[src/rtl/pc_ring_pkg.sv]
// Shared definitions for the performance-counter ring: field widths, pc-type
// encodings and the packed packet header carried between ring nodes.
package pc_ring_pkg;

   localparam int unsigned MODULE_ID_W = 16;
   localparam int unsigned PORT_ID_W   = 8;
   localparam int unsigned PC_TYPE_W   = 4;

   typedef enum logic [PC_TYPE_W-1:0] {
      PC_XFER   = 4'd0,
      PC_STALL  = 4'd1,
      PC_IDLE   = 4'd2,
      PC_CYCLES = 4'd3,
      PC_CLEAR  = 4'd4,
      PC_ERR    = 4'hF
   } pcType_e;

   // pcValue is carried alongside the header because its width is a node parameter.
   typedef struct packed {
      logic                   request;
      logic [MODULE_ID_W-1:0] moduleId;
      logic [PORT_ID_W-1:0]   portId;
      logic [PC_TYPE_W-1:0]   pcType;
   } ringHdr_t;

endpackage

[src/rtl/pc_monitor_node_if.sv]
// Monitor node bundle: snooped stream handshakes plus the pcIn/pcOut ring hop.
interface pc_monitor_node_if #(
   parameter int unsigned NUM_PORTS = 4,
   parameter int unsigned PCV_W     = 16
) ();
   import pc_ring_pkg::*;

   logic                   count_en;
   logic [NUM_PORTS-1:0]   mon_valid;
   logic [NUM_PORTS-1:0]   mon_ready;

   logic                   pc_in_valid;
   logic                   pc_in_request;
   logic [MODULE_ID_W-1:0] pc_in_module_id;
   logic [PORT_ID_W-1:0]   pc_in_port_id;
   logic [PCV_W-1:0]       pc_in_pc_value;
   logic [PC_TYPE_W-1:0]   pc_in_pc_type;

   logic                   pc_out_valid;
   logic                   pc_out_request;
   logic [MODULE_ID_W-1:0] pc_out_module_id;
   logic [PORT_ID_W-1:0]   pc_out_port_id;
   logic [PCV_W-1:0]       pc_out_pc_value;
   logic [PC_TYPE_W-1:0]   pc_out_pc_type;

   modport master (
      output count_en, mon_valid, mon_ready,
      output pc_in_valid, pc_in_request, pc_in_module_id, pc_in_port_id,
             pc_in_pc_value, pc_in_pc_type,
      input  pc_out_valid, pc_out_request, pc_out_module_id, pc_out_port_id,
             pc_out_pc_value, pc_out_pc_type
   );

   modport slave (
      input  count_en, mon_valid, mon_ready,
      input  pc_in_valid, pc_in_request, pc_in_module_id, pc_in_port_id,
             pc_in_pc_value, pc_in_pc_type,
      output pc_out_valid, pc_out_request, pc_out_module_id, pc_out_port_id,
             pc_out_pc_value, pc_out_pc_type
   );

endinterface

[src/rtl/pc_sat_counter.sv]
// Event counter that sticks at all-ones instead of wrapping; clear wins over increment.
module pc_sat_counter #(
   parameter int unsigned CNT_W = 32
) (
   input  logic             clk,
   input  logic             reset,
   input  logic             en,
   input  logic             inc,
   input  logic             clr,
   output logic [CNT_W-1:0] count
);

   always_ff @(posedge clk) begin
      if (!reset) begin
         count <= '0;
      end else if (clr) begin
         count <= '0;
      end else if (en && inc && (count != '1)) begin
         count <= count + CNT_W'(1);
      end
   end

endmodule

[src/rtl/pc_monitor_node.sv]
// Performance-counter ring node: counts per-port XFER/STALL/IDLE events plus a
// shared cycle count, answers reads/clears for MODULE_ID and forwards the rest.
module pc_monitor_node
   import pc_ring_pkg::*;
#(
   parameter int unsigned NUM_PORTS = 4,
   parameter logic [15:0] MODULE_ID = 16'h0001,
   parameter int unsigned CNT_W     = 32,
   parameter int unsigned PCV_W     = 16
) (
   input logic               clk,
   input logic               reset,
   pc_monitor_node_if.slave  bus
);

   localparam int unsigned NUM_CNT = 3 * NUM_PORTS + 1;
   localparam int unsigned SEL_W   = $clog2(NUM_CNT);
   localparam int unsigned CYC_IDX = NUM_CNT - 1;

   logic [NUM_CNT-1:0] incVec;
   logic [CNT_W-1:0]   cntArr [NUM_CNT];
   logic               isMatch;
   logic               portLegal;
   logic               clrAll;
   logic [SEL_W-1:0]   readIdx;
   logic [CNT_W-1:0]   selCnt;
   logic [PCV_W-1:0]   selValue;
   ringHdr_t           inHdr;
   ringHdr_t           nxtHdr;
   logic [PCV_W-1:0]   nxtValue;
   logic               outValid;
   ringHdr_t           outHdr;
   logic [PCV_W-1:0]   outValue;

   // Counter layout: index 3*port+type for per-port events, last slot is the cycle count.
   for (genvar p = 0; p < NUM_PORTS; p++) begin : gPortEv
      assign incVec[3*p]   =  bus.mon_valid[p] &  bus.mon_ready[p];
      assign incVec[3*p+1] =  bus.mon_valid[p] & ~bus.mon_ready[p];
      assign incVec[3*p+2] = ~bus.mon_valid[p] &  bus.mon_ready[p];
   end
   assign incVec[CYC_IDX] = 1'b1;

   for (genvar c = 0; c < NUM_CNT; c++) begin : gCnt
      pc_sat_counter #(.CNT_W(CNT_W)) uCnt (
         .clk   (clk),
         .reset (reset),
         .en    (bus.count_en),
         .inc   (incVec[c]),
         .clr   (clrAll),
         .count (cntArr[c])
      );
   end

   assign inHdr = {bus.pc_in_request, bus.pc_in_module_id,
                   bus.pc_in_port_id, bus.pc_in_pc_type};

   assign isMatch   = bus.pc_in_valid & bus.pc_in_request &
                      (bus.pc_in_module_id == MODULE_ID);
   assign portLegal = (32'(bus.pc_in_port_id) < NUM_PORTS);
   assign clrAll    = isMatch & (bus.pc_in_pc_type == PC_CLEAR);

   // Only in-range indices are ever formed; anything else falls back to slot 0 and is discarded.
   always_comb begin
      readIdx = '0;
      if (bus.pc_in_pc_type == PC_CYCLES) begin
         readIdx = SEL_W'(CYC_IDX);
      end else if (portLegal && (bus.pc_in_pc_type < PC_CYCLES)) begin
         readIdx = SEL_W'(32'(bus.pc_in_port_id) * 32'd3 + 32'(bus.pc_in_pc_type));
      end
   end

   assign selCnt = cntArr[readIdx];

   if (CNT_W > PCV_W) begin : gClip
      assign selValue = (|selCnt[CNT_W-1:PCV_W]) ? '1 : selCnt[PCV_W-1:0];
   end else begin : gNoClip
      assign selValue = PCV_W'(selCnt);
   end

   always_comb begin
      nxtHdr   = inHdr;
      nxtValue = bus.pc_in_pc_value;
      if (isMatch) begin
         nxtHdr.request = 1'b0;
         case (bus.pc_in_pc_type)
            PC_XFER, PC_STALL, PC_IDLE: begin
               if (portLegal) begin
                  nxtValue = selValue;
               end else begin
                  nxtHdr.pcType = PC_ERR;
                  nxtValue      = '0;
               end
            end
            PC_CYCLES: nxtValue = selValue;
            PC_CLEAR:  nxtValue = '0;
            default: begin
               nxtHdr.pcType = PC_ERR;
               nxtValue      = '0;
            end
         endcase
      end
   end

   // Ring hop register: fields only load on a valid packet, otherwise they hold.
   always_ff @(posedge clk) begin
      if (!reset) begin
         outValid <= 1'b0;
         outHdr   <= '0;
         outValue <= '0;
      end else begin
         outValid <= bus.pc_in_valid;
         if (bus.pc_in_valid) begin
            outHdr   <= nxtHdr;
            outValue <= nxtValue;
         end
      end
   end

   assign bus.pc_out_valid     = outValid;
   assign bus.pc_out_request   = outHdr.request;
   assign bus.pc_out_module_id = outHdr.moduleId;
   assign bus.pc_out_port_id   = outHdr.portId;
   assign bus.pc_out_pc_value  = outValue;
   assign bus.pc_out_pc_type   = outHdr.pcType;

endmodule

[src/flat_wrapper.sv]
// flat-port wrapper written by rule: the top's interface ports become plain ports
module pc_monitor_node_flat import pc_ring_pkg::*;
#(
   parameter int unsigned NUM_PORTS = 4,
   parameter logic [15:0] MODULE_ID = 16'h0001,
   parameter int unsigned CNT_W     = 32,
   parameter int unsigned PCV_W     = 16
)
  (clk, reset, bus_count_en, bus_mon_valid, bus_mon_ready, bus_pc_in_valid, bus_pc_in_request, bus_pc_in_module_id, bus_pc_in_port_id, bus_pc_in_pc_value, bus_pc_in_pc_type, bus_pc_out_valid, bus_pc_out_request, bus_pc_out_module_id, bus_pc_out_port_id, bus_pc_out_pc_value, bus_pc_out_pc_type);
  pc_monitor_node_if #(.NUM_PORTS(NUM_PORTS), .PCV_W(PCV_W)) bus_i ();
  input logic clk;
  input logic reset;
  input wire logic [$bits(bus_i.count_en)-1:0] bus_count_en;
  input wire logic [$bits(bus_i.mon_valid)-1:0] bus_mon_valid;
  input wire logic [$bits(bus_i.mon_ready)-1:0] bus_mon_ready;
  input wire logic [$bits(bus_i.pc_in_valid)-1:0] bus_pc_in_valid;
  input wire logic [$bits(bus_i.pc_in_request)-1:0] bus_pc_in_request;
  input wire logic [$bits(bus_i.pc_in_module_id)-1:0] bus_pc_in_module_id;
  input wire logic [$bits(bus_i.pc_in_port_id)-1:0] bus_pc_in_port_id;
  input wire logic [$bits(bus_i.pc_in_pc_value)-1:0] bus_pc_in_pc_value;
  input wire logic [$bits(bus_i.pc_in_pc_type)-1:0] bus_pc_in_pc_type;
  output wire logic [$bits(bus_i.pc_out_valid)-1:0] bus_pc_out_valid;
  output wire logic [$bits(bus_i.pc_out_request)-1:0] bus_pc_out_request;
  output wire logic [$bits(bus_i.pc_out_module_id)-1:0] bus_pc_out_module_id;
  output wire logic [$bits(bus_i.pc_out_port_id)-1:0] bus_pc_out_port_id;
  output wire logic [$bits(bus_i.pc_out_pc_value)-1:0] bus_pc_out_pc_value;
  output wire logic [$bits(bus_i.pc_out_pc_type)-1:0] bus_pc_out_pc_type;
  assign bus_i.count_en = bus_count_en;
  assign bus_i.mon_valid = bus_mon_valid;
  assign bus_i.mon_ready = bus_mon_ready;
  assign bus_i.pc_in_valid = bus_pc_in_valid;
  assign bus_i.pc_in_request = bus_pc_in_request;
  assign bus_i.pc_in_module_id = bus_pc_in_module_id;
  assign bus_i.pc_in_port_id = bus_pc_in_port_id;
  assign bus_i.pc_in_pc_value = bus_pc_in_pc_value;
  assign bus_i.pc_in_pc_type = bus_pc_in_pc_type;
  assign bus_pc_out_valid = bus_i.pc_out_valid;
  assign bus_pc_out_request = bus_i.pc_out_request;
  assign bus_pc_out_module_id = bus_i.pc_out_module_id;
  assign bus_pc_out_port_id = bus_i.pc_out_port_id;
  assign bus_pc_out_pc_value = bus_i.pc_out_pc_value;
  assign bus_pc_out_pc_type = bus_i.pc_out_pc_type;
  pc_monitor_node #(.NUM_PORTS(NUM_PORTS), .MODULE_ID(MODULE_ID), .CNT_W(CNT_W), .PCV_W(PCV_W)) u_core (.clk(clk), .reset(reset), .bus(bus_i));
endmodule
[config.mk]
export PLATFORM = sky130hd
export DESIGN_NAME = pc_monitor_node_flat
export DESIGN_NICKNAME = d
export VERILOG_FILES = /design/src/rtl/pc_ring_pkg.sv /design/src/rtl/pc_monitor_node_if.sv /design/src/rtl/pc_sat_counter.sv /design/src/rtl/pc_monitor_node.sv /design/src/flat_wrapper.sv
export SDC_FILE = /design/constraint.sdc
export NUM_CORES = 1
export LEC_CHECK = 0
export ABC_AREA = 0
export BUFFER_PORTS_ARGS = -buffer_cell sky130_fd_sc_hd__buf_4
export CORE_MARGIN = 5
export CORE_UTILIZATION = 45
export DETAILED_ROUTE_END_ITERATION = 8
export SYNTH_ARGS = -nofsm -noshare
export SYNTH_HDL_FRONTEND = slang
export SYNTH_SLANG_ARGS = --single-unit
[constraint.sdc]
create_clock -name clk -period 5.3 [get_ports clk]
set_input_delay 1.06 -clock clk [delete_from_list [all_inputs] [get_ports clk]]
set_output_delay 1.06 -clock clk [all_outputs]
set_load 0.02 [all_outputs]
==> impl_metrics.yaml, run 1 <==
timing:
  drv_slew: 0
  tightest_slew_ns: 1.22
  rsz0062_at_grt: "no"
  finalCriticalPeriod_ns: 4.29
  relSlewSlack_pct: 17.8
  setup_tns_ns: 0
  max_freq_mhz: 233
  fin_crit_sh_pct: 81.0
  setup_viol: 0
  finalHoldViolCount: 0
  finClkSkew_ns: 0.0263
global_route:
  grt_overflow_total: 0
  grt_max_degree: 118
  grt.total_usage_pct: 24.3
  grt_first_pass_wirelength_um: 114000
  antenna_found_initial: 1
  grt_pass1_vias: 20283
placed_design:
  hpwlAfterDp_um: 52700
  port_buffers: 102
  finalWeightedCongestion: 0.943
synth:
  yosysWarnings: 0
  syn_area_per_cell_um2: 7.96
  yosys.cell_types.count: 70
  syn-cell-area_um2: 24000
  synth_ff_type: "dfxtp_1"
  synth_seq_cells: 462
  synth_cells: 3011
  synth_edf_count: 0
  synth-async-reset-ratio_pct: 0
  synth_fp_nets: 3087
  ys_seq_area_share_pct: 38.6
worst_setup_path:
  critPathArrivalTime_ns: 4.81
  critPathLaunchType: "primary input"
  crit_fanout: 32
  rr_endpoint: "u_core.gCnt[11].uCnt.count[19]$_SDFFE_PP0P_"
  cpMostUsedCell: "buf_4"
  cpMaxStageDelayCell: "fa_1"
  critPathKind: "in -> reg"
  r2r_slack_ns: 2.32
  r2r_cells: 7
  cp-end-kind: "flip-flop"
  rr_startpoint: "u_core.gCnt[11].uCnt.count[8]$_SDFFE_PP0P_"
  slowest_delay_ns: 0.56
  critPathLaunch: "bus_pc_in_pc_type[1]"
  crit_path_end: "u_core.bus.pc_out_pc_value[4]$_SDFFE_PN0P_"
  required_ns: 5.82
  cp_cell_sequence: "buf_4 -> fa_1 -> ha_1 -> inv_1 -> fa_1 -> nor4b_1 -> buf_4 -> a21o_4 -> buf_4 -> mux2i_1 -> a32oi_1 -> a211oi_1 -> a211o_1 -> o21ai_0"
floorplanning:
  rows: 84
  fp.dieArea_um2: 58000
  io_pins: 103
  core_area_um2: 52700
  start_util_pct: 45.5
  die_x_um: 241
  die_h_um: 241
clock_network:
  cts_repair_resize_count: 0
  clock_latency_ns: 0.61
  clockBufferDepth: 3
  cts.clk_slew.worst_paths_ns: 0.06
  cts_sinks: 462
  hold_buffers: 0
  cts_tree: "yes"
  cts_root_buffer: "clkbuf_16"
  cts_setup_buffers: 0
  htreeDepth: 2
  numCtsBuffers: 52
detailed_routing:
  detail_route.vias_per_cell: 5.79
  first_iter_violations: 1944
  drt-wirelength-per-cell_um: 19.2
  drc: 0
  drt_wl_total_um: 72800
  first_pass_iters: 5
  dr_total_vias: 21934
  postRouteAntennaNets: 0
worst_hold_path:
  holdPathStages: 2
  hp-class: "reg -> reg"
power_and_ir_drop:
  irDropWorstVdd_uv: 267
  power_density_nw_per_um2: 286
  leakage_nw: 9.02
layout:
  syn2layout_area_growth_pct: 13.5
  final_util_pct: 51.7
  n_antenna_cell: 0
  nets: 3136
  drive_above_1_share_pct: 8.12
  fillers: 4992
flow_run:
  maxCapViolCount: 0
outcome:
  status: "finished, final reports clean"
==> Yosys cell counts (27+ instances only) <==
cell type  number  share of area, %
dfxtp_1       462                39
nor2_1        411               6.4
nand2_1       304               4.8
nand3_1       175               3.7
xnor2_1       170               6.2
xor2_1        154               5.6
a21oi_1       146               3.0
nand4_1       111               2.9
nor3_1        103               2.2
clkbuf_1      102               1.6
o21ai_0       101               2.1
nor4_1         87               2.3
or3_1          71               1.9
and3_1         69               1.8
and4_1         56               2.0
mux2i_1        56               2.3
inv_1          55              0.86
buf_2          37              0.77
a31oi_1        36              0.94
and2_1         32              0.84
a21o_1         27              0.85
nor2b_1        27              0.70
==> state kept, by name, indices dropped and copies added, names as in the netlist <==
| signal | cells |
|---|---|
| u_core.bus.pc_out_valid | 1 |
| u_core.gCnt.uCnt.count | 416 |
| u_core.bus.pc_out_pc_type | 4 |
| u_core.bus.pc_out_module_id | 16 |
| u_core.bus.pc_out_pc_value | 16 |
| u_core.bus.pc_out_request | 1 |
| u_core.bus.pc_out_port_id | 8 |
==> metrics by stage <==
stage / hold slack, ns / instance area, um^2 / cells / power (mW) / worst slack [ns]
global route: 0.520 / 27200 / 3790 / 8.06 / 0.853
floorplan: 0.461 / 24000 / 3011 / 3.84 / 1.29
detailed placement: 0.477 / 25400 / 3694 / 4.02 / 0.462
finish: 0.484 / 27200 / 3790 / 7.79 / 1.01
CTS: 0.487 / 27200 / 3790 / 7.88 / 1.09
global placement: 0.464 / 25400 / 3694 / 4.02 / 0.440
==> final cells by class <==
class	instances	area (um^2)	area share (%)
multi-input cells	2344	13900	51.2
flip-flops and latches	462	9250	34.0
clock buffers	76	1540	5.67
repair buffers	144	1120	4.11
well taps	688	861	3.16
clock inverters	20	292	1.07
inverters	56	210	0.773
==> worst max-delay path, delay by kind of cell <==
| kind | cells | cell delay (ns) |
|---|---|---|
| muxes | 1 | 0.12 |
| and+or+nand+nor | 1 | 0.38 |
| buffers and inverters | 4 | 0.79 |
| adders and majority gates | 3 | 1.22 |
| AOI/OAI and AO/OA | 5 | 1.22 |
==> metal layers <==
metal / global-route usage [%] / vias up / routed length, um
met2: 38.1 / 563 / 32100
met5: 0 / - / 0
met3: 3.02 / 117 / 4270
met4: 7.49 / 0 / 2200
li1: - / 10790 / -
met1: 35.2 / 10464 / 34200
==> logic make-up after synthesis <==
logic type	count (synthesis)	synth area share [%]
XOR/XNOR	325	11.9
AO/OA/AOI/OAI	447	11.5
adder cells (fa/ha/maj)	19	1.09
flip-flops	462	38.6
AND/OR/NAND/NOR	1496	31.1
multiplexers	57	2.39
buffers and inverters	205	3.43
==> placed cells by master (no fill, tap or decap), drive strengths merged, types with 103 or more instances in the layout <==
cell type / n
buf: 144
dfxtp: 462
o21ai: 105
nor2: 411
a21oi: 146
nand2: 304
nand3: 175
xor2: 154
nor3: 103
xnor2: 170
nand4: 111
==> where the power goes <==
part / switching (mW) / internal [mW]
sequential: 0.0337 / 3.50
combinational: 0.270 / 0.143
clock: 1.49 / 2.35
total: 1.79 / 6.00
==> worst min path at each step <==
stage	startpoint	to	slack, ns
detailed placement	u_core.bus.pc_out_request$_SDFFE_PN0P_	u_core.bus.pc_out_request$_SDFFE_PN0P_	0.48
CTS	u_core.bus.pc_out_request$_SDFFE_PN0P_	u_core.bus.pc_out_request$_SDFFE_PN0P_	0.49
global route	u_core.bus.pc_out_request$_SDFFE_PN0P_	u_core.bus.pc_out_request$_SDFFE_PN0P_	0.52
floorplan	u_core.gCnt[0].uCnt.count[16]$_SDFFE_PP0P_	u_core.gCnt[0].uCnt.count[16]$_SDFFE_PP0P_	0.46
finish	u_core.bus.pc_out_request$_SDFFE_PN0P_	u_core.bus.pc_out_request$_SDFFE_PN0P_	0.48
global placement	u_core.bus.pc_out_request$_SDFFE_PN0P_	u_core.bus.pc_out_request$_SDFFE_PN0P_	0.46
(Power assumes the default switching activity.)
==> run 2: changes to the inputs <==
Clock period 5.3 ns to 4 ns, I/O delays scaled along.
==> impl_metrics.yaml, run 2 (synthesized netlist as in run 1, its figures left out) <==
outcome:
  status: "finished, final reports clean"
worst_hold_path:
  holdPathStages: 3
  hp-class: "in -> reg"
  holdPathEnd: "u_core.bus.pc_out_port_id[3]$_SDFFE_PN0P_"
  hold_start: "bus_pc_in_port_id[3]"
detailed_routing:
  dr_total_vias: 22234
  first_iter_violations: 1703
  detail_route.vias_per_cell: 5.82
  first_pass_iters: 5
  drt_wl_total_um: 73000
  drt-wirelength-per-cell_um: 19.1
  postRouteAntennaNets: 0
  drc: 0
global_route:
  grt.total_usage_pct: 24.4
  grt_pass1_vias: 20296
  grt_max_degree: 102
  antenna_found_initial: 0
  grt_overflow_total: 0
  grt_first_pass_wirelength_um: 115000
timing:
  finClkSkew_ns: 0.0338
  setup_tns_ns: 0
  drv_slew: 0
  setup_viol: 0
  finalHoldViolCount: 0
  finalCriticalPeriod_ns: 3.45
  tightest_slew_ns: 1.08
  fin_crit_sh_pct: 86.2
  relSlewSlack_pct: 27.2
  max_freq_mhz: 290
  holdWs_ns: 0.472
  rsz0062_at_grt: "no"
floorplanning:
  die_x_um: 241
  core_area_um2: 52700
  rows: 84
  io_pins: 103
  start_util_pct: 45.5
  die_h_um: 241
  fp.dieArea_um2: 58000
clock_network:
  numCtsBuffers: 52
  cts_setup_buffers: 0
  cts.clk_slew.worst_paths_ns: 0.06
  clock_latency_ns: 0.62
  cts_root_buffer: "clkbuf_16"
  cts_repair_resize_count: 0
  cts_sinks: 462
  cts_tree: "yes"
  hold_buffers: 0
  htreeDepth: 2
  clockBufferDepth: 3
layout:
  layout_commonest_cell: "dfxtp_1"
  top_register: "u_core.gCnt.uCnt.count"
  drive_above_1_share_pct: 8.91
  syn2layout_area_growth_pct: 14.6
  nets: 3172
  final_util_pct: 52.2
  fillers: 5053
  largest_reg_flops: 416
  finalNonFillerCells: 3822
  mostFrequentLayoutCells: "462 x dfxtp_1, 411 x nor2_1, 304 x nand2_1, 175 x nand3_1, 170 x xnor2_1"
worst_setup_path:
  crit_buf_inv: 4
  rr_startpoint: "u_core.gCnt[7].uCnt.count[12]$_SDFFE_PP0P_"
  critPathKind: "in -> reg"
  cp_cell_sequence: "buf_4 -> fa_1 -> ha_1 -> inv_1 -> fa_1 -> buf_4 -> nor2b_1 -> o31ai_1 -> nand2_1 -> a221o_1 -> o2111ai_1 -> o221ai_2 -> buf_12 -> o21ai_0"
  critPathLaunchType: "primary input"
  cpMaxStageDelayCell: "fa_1"
  critPathArrivalTime_ns: 3.97
  critPathLaunch: "bus_pc_in_pc_type[1]"
  cp-end-kind: "flip-flop"
  required_ns: 4.52
  slowest_delay_ns: 0.53
  crit_fanout: 16
  r2r_slack_ns: 1.06
  r2r_cells: 7
  critPathTopFamily: "adder cells"
  rr_endpoint: "u_core.gCnt[7].uCnt.count[27]$_SDFFE_PP0P_"
power_and_ir_drop:
  irDropWorstVdd_uv: 304
  power_density_nw_per_um2: 362
  leakage_nw: 9.17
  totalPowerFinal_mw: 9.93
placed_design:
  dpl.cell_count: 3730
  port_buffers: 102
  finalWeightedCongestion: 0.931
  hpwlAfterDp_um: 54000
flow_run:
  maxCapViolCount: 0
[run 2: layer usage]
layer | vias to the layer above | share of wire (%) | GRT usage [%]
met3 | 102 | 6.2 | 3.25
met4 | 0 | 2.4 | 6.43
li1 | 10872 | - | -
met1 | 10660 | 47 | 35.9
met2 | 600 | 44 | 38.0
met5 | - | 0 | 0
[run 2: cell type report]
type | count | area, um^2 | area share, %
Antenna cell | 1 | 2.50 | 0.00911
Clock buffer | 76 | 1500 | 5.47
Clock inverter | 15 | 163 | 0.592
Inverter | 56 | 210 | 0.765
Multi-Input combinational cell | 2344 | 13900 | 50.7
Sequential cell | 462 | 9250 | 33.7
Tap cell | 688 | 861 | 3.13
Timing Repair Buffer | 180 | 1550 | 5.65
[run 2: how the worst max path moves through the flow]
| stage | slack (ns) | depth (start not counted) | end |
|---|---|---|---|
| after floorplan | 0.25 | 13 | u_core.bus.pc_out_pc_value[13]$_SDFFE_PN0P_ |
| after global placement | -0.06 | 14 | u_core.bus.pc_out_pc_value[6]$_SDFFE_PN0P_ |
| after detailed placement | -0.05 | 14 | u_core.bus.pc_out_pc_value[6]$_SDFFE_PN0P_ |
| after CTS | 0.57 | 14 | u_core.bus.pc_out_pc_value[6]$_SDFFE_PN0P_ |
| after global routing | 0.40 | 14 | u_core.bus.pc_out_pc_value[6]$_SDFFE_PN0P_ |
| final | 0.55 | 14 | u_core.bus.pc_out_pc_value[9]$_SDFFE_PN0P_ |
[run 2: worst min-delay path, delay by kind of cell]
kind / cells / cell delay (ns)
buffers and inverters: 1 / 0.08
multiplexers: 1 / 0.06
AND/OR/NAND/NOR: 1 / 0.09
[run 2: metrics by stage]
step | instance area, um^2 | setup WS, ns
floorplan | 24000 | 0.248
global placement | 25800 | -0.0641
detailed placement | 25800 | -0.0488
CTS | 27500 | 0.567
global route | 27500 | 0.405
finish | 27500 | 0.552
[run 2: power by group]
| group | internal (mW) | total (mW) | leakage [nW] | switching, mW |
|---|---|---|---|---|
| clock network | 2.72 | 4.67 | 0.824 | 1.95 |
| registers | 4.64 | 4.69 | 3.73 | 0.0452 |
| logic | 0.213 | 0.569 | 4.61 | 0.357 |
| total | 7.58 | 9.93 | 9.17 | 2.35 |
